$ cat src/rtl/reset_responder.sv
// reset_responder: downstream end of the staged reset handshake for one subsystem.
// Define AUTO_RETRY_EN to re-run a timed-out sequence up to MAXRETRY times before error.
module reset_responder #(
  parameter int RLW      = 16,
  parameter int TOW      = 32,
  parameter int RCW      = 8,
  parameter int MAXRETRY = 3
) (
  input  logic           clk,
  input  logic           rst,
  input  logic           resetreq,
  input  logic [RLW-1:0] rstlength,
  input  logic [RLW-1:0] stablelength,
  input  logic [TOW-1:0] timeout,
  input  logic           status,
  output logic           subrst,
  output logic           ready,
  output logic           done,
  output logic           donestrobe,
  output logic           error,
  output logic           lostlock,
  output logic [RCW-1:0] losscount,
  output logic [RCW-1:0] retrycount
);

  typedef enum logic [2:0] {IDLE, HOLD, SETTLE, DONE, ERROR} state_t;

  state_t         state, state_next;
  logic           stat_meta, stat_s, stat_prev;
  logic [RLW-1:0] rl_eff, sl_eff, sl_cap, hold_cnt, stab_cnt, stab_next;
  logic [TOW-1:0] to_cap, to_cnt;
  logic [RCW-1:0] loss_cnt;
  logic           lost, strobe;
  logic           stab_hit, to_hit, retry_go, loss_edge;
`ifdef AUTO_RETRY_EN
  logic [RLW-1:0] rl_cap;
  logic [RCW-1:0] retry_cnt;
`endif

  assign rl_eff = (rstlength == '0) ? RLW'(1) : rstlength;
  assign sl_eff = (stablelength == '0) ? RLW'(1) : stablelength;

  // A new request overrides everything; stability completion beats a same-cycle timeout.
  always_comb begin
    stab_next = stat_s ? stab_cnt + RLW'(1) : '0;
    stab_hit  = (state == SETTLE) && (stab_next == sl_cap);
    to_hit    = ((state == HOLD) || (state == SETTLE)) && (to_cap != '0)
                && ((to_cnt + TOW'(1)) == to_cap);
    loss_edge = (state == DONE) && stat_prev && !stat_s;
    retry_go  = 1'b0;
`ifdef AUTO_RETRY_EN
    retry_go  = to_hit && !stab_hit && (retry_cnt < RCW'(MAXRETRY));
`endif
    state_next = state;
    case (state)
      HOLD:    if (hold_cnt <= RLW'(1)) state_next = SETTLE;
      SETTLE:  if (stab_hit) state_next = DONE;
      default: ;
    endcase
    if (to_hit && !stab_hit) state_next = retry_go ? HOLD : ERROR;
    if (resetreq) state_next = HOLD;
  end

  always_ff @(posedge clk) begin
    if (rst) begin
      state     <= IDLE;
      stat_meta <= 1'b0;
      stat_s    <= 1'b0;
      stat_prev <= 1'b0;
      strobe    <= 1'b0;
      lost      <= 1'b0;
      loss_cnt  <= '0;
      sl_cap    <= '0;
      hold_cnt  <= '0;
      stab_cnt  <= '0;
      to_cap    <= '0;
      to_cnt    <= '0;
    end else begin
      state     <= state_next;
      stat_meta <= status;
      stat_s    <= stat_meta;
      stat_prev <= stat_s;
      strobe    <= (state == SETTLE) && (state_next == DONE);
      if (loss_edge) begin
        lost <= 1'b1;
        if (loss_cnt != '1) loss_cnt <= loss_cnt + RCW'(1);
      end
      // Sequence lengths are captured once per request so later input changes are ignored.
      if (resetreq) begin
        hold_cnt <= rl_eff;
        sl_cap   <= sl_eff;
        to_cap   <= timeout;
        to_cnt   <= '0;
        stab_cnt <= '0;
        lost     <= 1'b0;
      end
`ifdef AUTO_RETRY_EN
      else if (retry_go) begin
        hold_cnt <= rl_cap;
        to_cnt   <= '0;
        stab_cnt <= '0;
      end
`endif
      else begin
        if (state == HOLD) hold_cnt <= hold_cnt - RLW'(1);
        if ((state == HOLD) || (state == SETTLE)) to_cnt <= to_cnt + TOW'(1);
        stab_cnt <= (state == SETTLE) ? stab_next : '0;
      end
    end
  end

`ifdef AUTO_RETRY_EN
  always_ff @(posedge clk) begin
    if (rst) begin
      rl_cap    <= '0;
      retry_cnt <= '0;
    end else if (resetreq) begin
      rl_cap    <= rl_eff;
      retry_cnt <= '0;
    end else if (retry_go) begin
      retry_cnt <= retry_cnt + RCW'(1);
    end
  end
  assign retrycount = retry_cnt;
`else
  assign retrycount = '0;
`endif

  assign subrst     = (state == HOLD);
  assign done       = (state == DONE);
  assign ready      = done && stat_s;
  assign donestrobe = strobe;
  assign error      = (state == ERROR);
  assign lostlock   = lost;
  assign losscount  = loss_cnt;

endmodule

$ cat config.mk
export PLATFORM = sky130hd
export DESIGN_NAME = reset_responder
export DESIGN_NICKNAME = d
export VERILOG_FILES = /design/src/rtl/reset_responder.sv
export SDC_FILE = /design/constraint.sdc
export NUM_CORES = 1
export LEC_CHECK = 0
export BUFFER_PORTS_ARGS = -buffer_cell sky130_fd_sc_hd__clkbuf_2
export CORE_UTILIZATION = 35
export DETAILED_ROUTE_END_ITERATION = 6
export GPL_TIMING_DRIVEN = 1
export PLACE_DENSITY = 0.58
export SYNTH_ARGS = -nofsm -noshare
export SYNTH_HDL_FRONTEND = slang
export SYNTH_SLANG_ARGS = --single-unit
$ cat constraint.sdc
create_clock -name clk -period 3 [get_ports clk]
set_input_delay 0.15 -clock clk [delete_from_list [all_inputs] [get_ports clk]]
set_output_delay 0.15 -clock clk [all_outputs]
set_load 0.02 [all_outputs]
---- Word level (Yosys, flattened, before mapping) ----
Cells that the tools add are included.
cells by class
  $lt $le $gt $ge ......................... 1
  $add $sub $neg .......................... 4
  reductions and logical operators ........ 18
  mux-type cells .......................... 10
  equal/unequal tests ..................... 8
  bitwise operators ....................... 1
operator list
  cell                                                  count
  two-way mux 16 bit                                    5
  adder 32 x 1 -> 32 bit, second input constant         1
  equality test 32 bit                                  1
  logical NOT 16 bit                                    2
  nonzero test 32 bit                                   1
  adder 16 x 1 -> 16 bit, second input constant         1
  equality test 16 bit                                  1
  <= comparator 16 x 1 -> 1 bit, second input constant  1
  subtractor 16 x 1 -> 16 bit, second input constant    1
  two-way mux 3 bit                                     4
  equality test 3 x 2 -> 1 bit, second input constant   3
  adder 8 x 1 -> 8 bit, second input constant           1
  logical AND 1 bit                                     8
  inequality test 8 bit, second input constant          1
  case mux 3 bit (2 select lines)                       1
  equality test 3 x 1 -> 1 bit, second input constant   1
  equality test 3 bit, second input constant            1
  OR reduction 3 bit                                    1
  logical NOT 1 bit                                     2
  AND reduction 2 bit                                   1
  nonzero test 2 bit                                    1
  OR reduction 2 bit                                    1
  logical OR 1 bit                                      1
  inverter 1 bit                                        1
word-level totals
  register bits ........................... 128
  input bits .............................. 68
  logic and storage cells ................. 54
  output and inout bits ................... 22

---- Logic depth before layout (Yosys ltp) ----
Gate-level depths: netlist (run 1).
  word-level depth ........................ 10
  gate-level depth with buffers ........... 10
  gate-level depth less buffers ........... 9

---- Worst setup path before layout (run 1) ----
No wires, ideal clock.
  path kind ............................... register -> register
  start point ............................. register to_cnt[0]
  end point ............................... register state[0]
  clock period less this slack ............ 2.653 ns
  required time ........................... 2.880 ns
  slack ................................... 0.347 ns
  arrival ................................. 2.534 ns
  stages on the path, launching flop included .. 10
  cell sequence ........................... dfxtp_1 ha_1 nand3_4 or3_4 nor4_4 xnor2_1 a2111o_1 nor4_2 a21boi_1 o31a_1
on the way
  word-level cells in the longest chain between the ends .. 6
RTL lines
  item                    RTL line  text
  start, declared         31        logic [TOW-1:0] to_cap, to_cnt;
  start signal, assigned  106       if ((state == HOLD) || (state == SETTLE)) to_cnt <= to_cnt + TOW'(1);
  adder 32 x 1 -> 32 bit  48        && ((to_cnt + TOW'(1)) == to_cap);
  equality test 32 bit    48
  logical AND 1 bit       48
  logical AND 1 bit       60        if (to_hit && !stab_hit) state_next = retry_go ? HOLD : ERROR;
  two-way mux 3 bit       60
  two-way mux 3 bit       61        if (resetreq) state_next = HOLD;
  end signal, assigned    79        state <= state_next;
  end, declared           28        state_t state, state_next;
No other way between the ends.
A chain may end at the register's enable or synchronous reset.

---- Final worst setup path (run 1) ----
  start point ............................. register to_cnt[1]
  end point ............................... register state[0]
Same word-level chain as after synthesis.

==> results.toml, run 1 <==
[worst_setup_path]
crit_fanout = 9
critPathCaptureType = "register"
crit_type = "register to register"
worstPathArrival_ps = 3100
required_ps = 3310
start_kind = "register"

[route]
wl_per_cell_um = 14.8
vias = 6350
drt-initial-drc-count = 330
antenna_left = 0
route.detailed.drc = 0
drt_pass1_iterations = 5
routed_via_density = 5.17
totalWireLength_um = 18200

[clock_network]
clockBufferDepth = 2
clock-sinks = 128
htree_levels = 4
root_buffer = "clkbuf_16"
clk_latency_ps = 430
cts.clk_slew.worst_paths_ps = 60
cts_made_buffers = 17
cts_tree = "done"

[sta]
max-slew-margin-rel_pct = 31.1
fin_tns_setup_ps = 0
period_needed_ps = 2790
tightest_slew_ps = 1020
hold_violations = 0
slew_viol_final = 0
post-route-period-util_pct = 93.0
max_freq_ghz = 0.358
clock_skew_ps = 6.52
setup_viol = 0

[floorplanning]
die-area_um2 = 20600
ios = 90
die_x_um = 143
fp.dieH_um = 143
num_rows = 51
initial_core_util_pct = 35.9
core_um2 = 19500

[global_route]
grt_overflow = 0
grt_pass1_wl_um = 29000
grt_start_max_net_pins = 53
groute.layer.met3.usage_pct = 4.77
use_met1_pct = 23.5
grt_busiest_layer = "met2"
antenna_found_initial = 0
use_met2_pct = 29.8
grt_pass1_vias = 5771
grt_usage_pct = 18.3

[placed_design]
dpl_cell_area_um2 = 7580
place_hpwl_um = 12900
io_buffers = 81
gp_congestion = 0.868

[logic_synthesis]
synth_warnings = 0
syn_inst = 830
synthFlopType = "dfxtp_1"
synthArstFlopShare_pct = 0
avgSynthCellArea_um2 = 8.44
synth_top_cell_area_share_pct = 36.6
ys_ff_latch = 128
synthDistinctLibCells = 68
synth.largest_area_cell = "dfxtp_1"
synth_area_leaders = "dfxtp_1, xnor2_1, nor2_1"
ys_seq_area_share_pct = 36.6
synth_area_um2 = 7010
synth_edf_count = 0

[run_status]
status = "finished clean"

[power]
switching_share_pct = 24.4
p_int_w = 0.00331
p_comb_share_pct = 10.6
p_leak_nw = 3.38
p_sw_w = 0.00107
clkPwrFrac_pct = 47.4
irDropWorstVdd_uv = 353
pwr-share-seq_pct = 42.0
p_per_area_nw_per_um2 = 501

[layout]
utilization_pct = 44.6
drive_gt1_share_pct = 14.8
diodes = 0
area_delta_synth_final_pct = 24.4
num-nets-final = 1024
finish.instance_area_um2 = 8720

[hold_path]
hp-class = "input port to register"

[flow_run]
timing.max_cap.violations = 0
-- path summary, 6_finish.rpt --
check               start          end  slack (ps)  cells past startpoint
max             to_cnt[1]     state[0]         210                      9
min          rstlength[8]  hold_cnt[8]          40                      3
min reg2reg     stat_meta       stat_s         440                      1
max reg2reg     to_cnt[1]     state[0]         210                      9
-- layout by cell type, fill, tap and decap left out, drive strengths merged, types with 3 or more instances in the layout --
cell type | netlist | layout
ha | 5 | 5
xor2 | 41 | 41
a211o | 3 | 3
nand2 | 46 | 46
clkbuf | 31 | 101
o211ai | 3 | 3
nand2b | 4 | 4
clkinv | 0 | 8
nor2b | 11 | 11
inv | 10 | 10
nor2 | 130 | 130
dfxtp | 128 | 128
nor4 | 31 | 31
bufinv | 0 | 3
a31oi | 7 | 7
a21oi | 28 | 28
xnor2 | 60 | 60
conb | 1 | 8
dlygate4sd3 | 0 | 53
a211oi | 7 | 7
buf | 22 | 14
and4 | 11 | 11
o31ai | 5 | 5
nand3 | 33 | 33
nand4 | 24 | 24
nor3 | 35 | 35
or4 | 3 | 3
a22o | 15 | 15
mux2i | 39 | 39
nor3b | 4 | 4
and3 | 13 | 13
a22oi | 3 | 3
nand3b | 3 | 3
or3 | 14 | 14
o21ai | 20 | 20
and2 | 3 | 3
-- power by group through the flow --
| stage | combinational, W | clock [W] | sequential [W] |
|---|---|---|---|
| 2_1_floorplan | 0.000304 | 0 | 0.00184 |
| 3_3_place_gp | 0.000409 | 0 | 0.00187 |
| 3_5_place_dp | 0.000409 | 0 | 0.00187 |
| 4_1_cts | 0.000465 | 0.00212 | 0.00183 |
| 5_1_grt | 0.000515 | 0.00221 | 0.00184 |
| 6_report | 0.000464 | 0.00207 | 0.00184 |
-- Yosys cell counts, types with 4 or more instances --
cell type and count:
and3_1 11, mux2i_1 39, buf_4 14, dfxtp_1 128
clkbuf_1 31, inv_1 10, a31oi_1 7, nor3_1 35
nor2_1 130, nor3b_1 4, a211oi_1 7, xor2_1 41
nand2b_1 4, o21ai_0 20, o31ai_1 5, nand2_1 45
a22o_1 15, ha_1 5, nand3_1 32, nor2b_1 11
and4_1 10, or3_1 13, nand4_1 22, a21oi_1 28
nor4_1 27, xnor2_1 60, buf_6 5
-- per-layer routing --
layer / routed length, um / vias to the layer above
met5: 0 / -
met4: 286 / 0
met3: 844 / 25
met2: 8410 / 147
met1: 8640 / 2964
li1: - / 3214
-- sequential cells by signal, summed over array words and instances, names as in the netlist --
signal,flops
to_cnt,32
hold_cnt,16
losscount,8
stat_s,1
donestrobe,1
to_cap,32
lostlock,1
state,3
sl_cap,16
stat_meta,1
stab_cnt,16
stat_prev,1
-- worst max-delay path, stage by stage, from the launching register on --
cell and delay, ps:
dfxtp_1 390, ha_1 270, nand3_4 150, or3_4 440, nor4_4 280, xnor2_1 90, a2111o_1 400, nor4_2 280
a21boi_1 100, o31a_1 270
-- cell families (layout without fill, tap and decap cells) --
logic type      Yosys count  after routing  synth area share (%)
buf+inv                  63            190                  4.71
other cells               1              8                0.0535
mux                      39             39                  5.57
fa+ha+maj                 5              5                 0.893
simple gates            370            370                  27.3
flops                   128            128                  36.6
xor+xnor                101            101                  12.6
compound gates          123            123                  12.2
-- through the flow --
step / hold slack [ps] / power (W) / setup slack (ps) / std cells
floorplan: 276 / 0.00215 / 347 / 837
global placement: 384 / 0.00228 / 267 / 1144
detailed placement: 379 / 0.00228 / 149 / 1144
CTS: 24.1 / 0.00442 / 122 / 1229
global route: 61.7 / 0.00456 / -12.2 / 1229
finish: 37.8 / 0.00437 / 211 / 1229
-- cell type report --
| class | count | area (um2) |
|---|---|---|
| Clock buffer | 20 | 447 |
| Fill cell | 1963 | 10800 |
| Multi-Input combinational cell | 646 | 4150 |
| Sequential cell | 128 | 2560 |
| Tap cell | 265 | 332 |
| Clock inverter | 12 | 141 |
| Inverter | 10 | 37.5 |
| Timing Repair Buffer | 148 | 1040 |
-- repair_timing --
item | in CTS | in global routing
hold buffers | 53 | 0
hold endpoints to repair | 53 | 0
resized for setup | 0 | 3
setup endpoints to repair | 0 | 4
buffers inserted | 0 | 0
Note: power is estimated with default switching activity, not from simulation.
==> inputs of run 2 (changes only) <==
--- a/config.mk
+++ b/config.mk
@@ -10,6 +10,7 @@
 export DETAILED_ROUTE_END_ITERATION = 6
 export GPL_TIMING_DRIVEN = 1
 export PLACE_DENSITY = 0.58
+export SETUP_SLACK_MARGIN = 0.4
 export SYNTH_ARGS = -nofsm -noshare
 export SYNTH_HDL_FRONTEND = slang
 export SYNTH_SLANG_ARGS = --single-unit
==> results.toml, run 2 (synthesized netlist as in run 1, its figures left out) <==
[layout]
reg_top3 = "to_cap x32, to_cnt x32"
drive_gt1_share_pct = 21.1
final_common_cell = "nor2_1"
finish.instance_area_um2 = 9040
nFillCells = 1921
utilization_pct = 46.3
diodes = 0
num-nets-final = 1035
area_delta_synth_final_pct = 29.0
layout_common_cells = "nor2_1, dfxtp_1, clkbuf_2"

[worst_setup_path]
critPathCaptureType = "register"
required_ps = 3320
start_kind = "register"
crit_path_cell_trace = "ha_4 > nand3_4 > or3_4 > nor2_4 > xnor2_2 > a2111o_1 > nor4_4 > a21boi_1 > o31a_1"
r2r-start = "to_cnt[0]"
slowest_stage = "or3_4"
r2r-end = "state[0]"
ff2ff_path_depth = 9
r2r_setup_slack_ps = 470
cpPeakStageDelay_ps = 460
crit_type = "register to register"
worstPathArrival_ps = 2840
crit_fanout = 7

[clock_network]
cts_made_buffers = 17
cts.clk_slew.worst_paths_ps = 60
cts_tree = "done"
root_buffer = "clkbuf_16"
htree_levels = 4
clockBufferDepth = 2
clock-sinks = 128
clk_latency_ps = 430

[floorplanning]
die-area_um2 = 20600
initial_core_util_pct = 35.9
core_um2 = 19500
fp.dieH_um = 143
ios = 90
die_x_um = 143
num_rows = 51

[placed_design]
dpl_cell_area_um2 = 7600
pre_cts_slack_ps = 200
gp_congestion = 0.844
place_hpwl_um = 13000
io_buffers = 81

[sta]
setup_slack_ps = 472
post-route-period-util_pct = 84.3
max-slew-margin-rel_pct = 47.5
slew_viol_final = 0
hold_violations = 0
rsz0062_at_grt = "true"
clock_skew_ps = 6.70
period_needed_ps = 2530
fin_tns_setup_ps = 0
max_freq_ghz = 0.396
tightest_slew_ps = 788
setup_viol = 0

[global_route]
grt_pass1_vias = 6066
grt_usage_pct = 18.9
antenna_found_initial = 0
grt_start_max_net_pins = 52
grt_pass1_wl_um = 30300
grt_overflow = 0

[power]
p_sw_w = 0.00112
p_int_w = 0.00343
switching_share_pct = 24.7
irDropWorstVdd_uv = 428
pwr-share-seq_pct = 40.2
p_leak_nw = 3.50
p_per_area_nw_per_um2 = 504
p_comb_share_pct = 10.7
clkPwrFrac_pct = 49.1
fin_total_pwr_w = 0.00456

[route]
drt_pass1_iterations = 5
drt-initial-drc-count = 340
vias = 6409
antenna_left = 0
routed_via_density = 5.17
totalWireLength_um = 18500
route.detailed.drc = 0
wl_per_cell_um = 14.9

[hold_path]
hold_depth = 3
min_to = "hold_cnt[14]"
hp-class = "input port to register"
min_from = "rstlength[14]"

[run_status]
status = "finished clean"

[flow_run]
timing.max_cap.violations = 0
## run 2: power groups by stage
| stage | Sequential (W) | Clock [W] | Combinational [W] |
|---|---|---|---|
| 2_1_floorplan | 0.00184 | 0 | 0.000304 |
| 3_3_place_gp | 0.00187 | 0 | 0.000413 |
| 3_5_place_dp | 0.00187 | 0 | 0.000414 |
| 4_1_cts | 0.00183 | 0.00229 | 0.000476 |
| 5_1_grt | 0.00184 | 0.00236 | 0.000542 |
| 6_report | 0.00183 | 0.00224 | 0.000486 |
## run 2: per-layer routing
layer / global-route usage, % / wire length (um) / vias up
li1: - / - / 3233
met4: 7.17 / 301 / 0
met3: 4.10 / 942 / 24
met2: 30.4 / 8620 / 145
met1: 24.7 / 8670 / 3007
met5: 0 / 0 / -
## run 2: timing repair
item,CTS,global route
pin swaps,2,20
hold endpoints to repair,53,0
gates resized for setup,22,43
gates cloned,0,0
endpoints found under the setup margin,4,6
hold buffers,53,0
setup buffers,1,9
## run 2: per-stage QoR
step,cells,hold slack [ps]
after CTS,1231,9.69
after detailed placement,1145,385
final,1240,28.1
after global placement,1145,384
after floorplan,837,276
after global routing,1240,32.7
## run 2: worst max path at each step
stage                      startpoint        to  cells past startpoint
after floorplan             to_cnt[0]  state[0]                      9
after global placement      to_cnt[1]  state[0]                      9
after detailed placement  stab_cnt[0]  state[2]                      9
after CTS                 stab_cnt[6]  state[0]                      9
after global routing        to_cnt[0]  state[0]                      9
final                       to_cnt[0]  state[0]                      9
## run 2: critical path: cells and delay by family (launching register included)
family	cells	cell delay [ps]
simple gates	4	1020
compound gates	3	780
flops	1	370
fa+ha+maj	1	160
xor+xnor	1	90
## run 2: cell type report
type	count	area, um2	share of cell area, %
tap	265	332	3.67
sequential	128	2600	28.8
inverter	10	37.5	0.415
multi-input combinational	646	4310	47.6
clock inverter	13	184	2.03
timing repair buffer	159	1120	12.4
clock buffer	19	453	5.01
==> inputs of run 3 (changes only) <==
==> constraint.sdc (replaced) <==
create_clock -name clk -period 2.4 [get_ports clk]
set_input_delay 0.12 -clock clk [delete_from_list [all_inputs] [get_ports clk]]
set_output_delay 0.12 -clock clk [all_outputs]
set_load 0.02 [all_outputs]
==> results.toml, run 3 (synthesized netlist as in run 1, its figures left out) <==
[run_status]
status = "finished, violations left"
violations = "negative setup slack"

[placed_design]
io_buffers = 81
placed_cells = 1213
place_hpwl_um = 14000
gp_congestion = 0.884

[route]
drt_pass1_iterations = 5
wl_per_cell_um = 15.0
antenna_left = 0
route.detailed.drc = 0
vias = 6678
routed_via_density = 5.07
drt-initial-drc-count = 371
totalWireLength_um = 19700

[layout]
utilization_pct = 49.9
reg_top3 = "to_cap x32, to_cnt x32"
diodes = 0
drive_gt1_share_pct = 27.6
num-nets-final = 1113
layout_common_cells = "nor2_1, dfxtp_1, buf_4"
area_delta_synth_final_pct = 38.9
final_common_cell = "nor2_1"
fin_cells = 1318

[worst_setup_path]
required_ps = 2700
worstPathArrival_ps = 2720
ff2ff_path_depth = 9
crit_type = "register to register"
start_kind = "register"
critPathCaptureType = "register"
crit_fanout = 4

[sta]
clock_skew_ps = 11.6
slew_viol_final = 0
rsz0062_at_grt = "true"
setup_slack_ps = -17.5
hold_violations = 0
post-route-period-util_pct = 101
tightest_slew_ps = 1100
max-slew-margin-rel_pct = 26.6
max_freq_ghz = 0.414
period_needed_ps = 2420
setup_viol = 2

[power]
irDropWorstVdd_uv = 416
p_per_area_nw_per_um2 = 577
p_leak_nw = 3.94

[global_route]
grt_overflow = 0
grt_start_max_net_pins = 38
grt_pass1_vias = 6415
grt_pass1_wl_um = 32000
grt_usage_pct = 19.9
antenna_found_initial = 0

[clock_network]
clk_latency_ps = 420
root_buffer = "clkbuf_16"
cts.clk_slew.worst_paths_ps = 60
htree_levels = 4
cts_made_buffers = 17
clockBufferDepth = 2
clock-sinks = 128
cts_tree = "done"

[hold_path]
hold_depth = 3
hp-class = "input port to register"

[floorplanning]
fp.dieH_um = 143
die-area_um2 = 20600
initial_core_util_pct = 35.9
core_um2 = 19500
ios = 90
num_rows = 51
die_x_um = 143

[flow_run]
timing.max_cap.violations = 0
run 3: critical path, cell delays in order (launching register included):
cell	delay, ps
dfxtp_4	370
ha_4	140
nand3_4	60
or3_4	420
nor4_4	290
xnor2_2	170
o2111ai_2	190
nor4_4	330
a21boi_1	100
o31a_1	240
run 3: area by class of cell:
class / count / area [um2]
sequential: 128 / 2610
timing repair buffer: 237 / 1720
inverter: 10 / 37.5
fill: 1898 / 9790
tap: 265 / 332
clock buffer: 22 / 474
multi-input combinational: 646 / 4430
clock inverter: 10 / 133
run 3: final timing paths:
| path | startpoint | to | slack, ps |
|---|---|---|---|
| setup reg to reg | to_cnt[0] | state[0] | -20 |
| hold reg to reg | stat_meta | stat_s | 440 |
| hold / removal | rstlength[14] | hold_cnt[14] | 20 |
| setup / recovery | to_cnt[0] | state[0] | -20 |
run 3: layer usage:
layer  wire (um)  vias up  part of all wire (%)  global-route usage, %
met5           0        -                     0                      0
met4         314        0                   1.6                   6.94
met3         648       23                   3.3                   3.73
met2        9490      132                    48                   33.6
met1        9270     3139                    47                   25.2
li1            -     3384                     -                      -
run 3: where the power goes:
| part | total [W] | internal, W | switching [W] | leakage, nW |
|---|---|---|---|---|
| logic | 0.000671 | 0.000338 | 0.000333 | 2.58 |
| registers | 0.00229 | 0.00220 | 0.0000933 | 1.06 |
| clock network | 0.00266 | 0.00171 | 0.000948 | 0.300 |
| total | 0.00562 | 0.00425 | 0.00137 | 3.94 |
run 3: per-stage QoR:
step	setup slack, ps	setup TNS, ps	total power, W	hold WS [ps]	instance area [um2]
after global placement	-60.7	-112	0.00287	351	8180
after global routing	-203	-654	0.00585	50.6	9730
after floorplan	57.5	0	0.00269	246	7130
after CTS	-92.4	-173	0.00565	0.737	9550
final	-17.5	-19.3	0.00562	17.2	9730
after detailed placement	-101	-217	0.00287	359	8180
run 3: repair_timing:
item | CTS | global route
resized for setup | 33 | 33
hold buffers | 54 | 0
endpoints found under the setup margin | 15 | 18
endpoints found under the hold margin | 54 | 0
cloned | 0 | 0
setup buffers | 9 | 10
pin swaps | 26 | 20
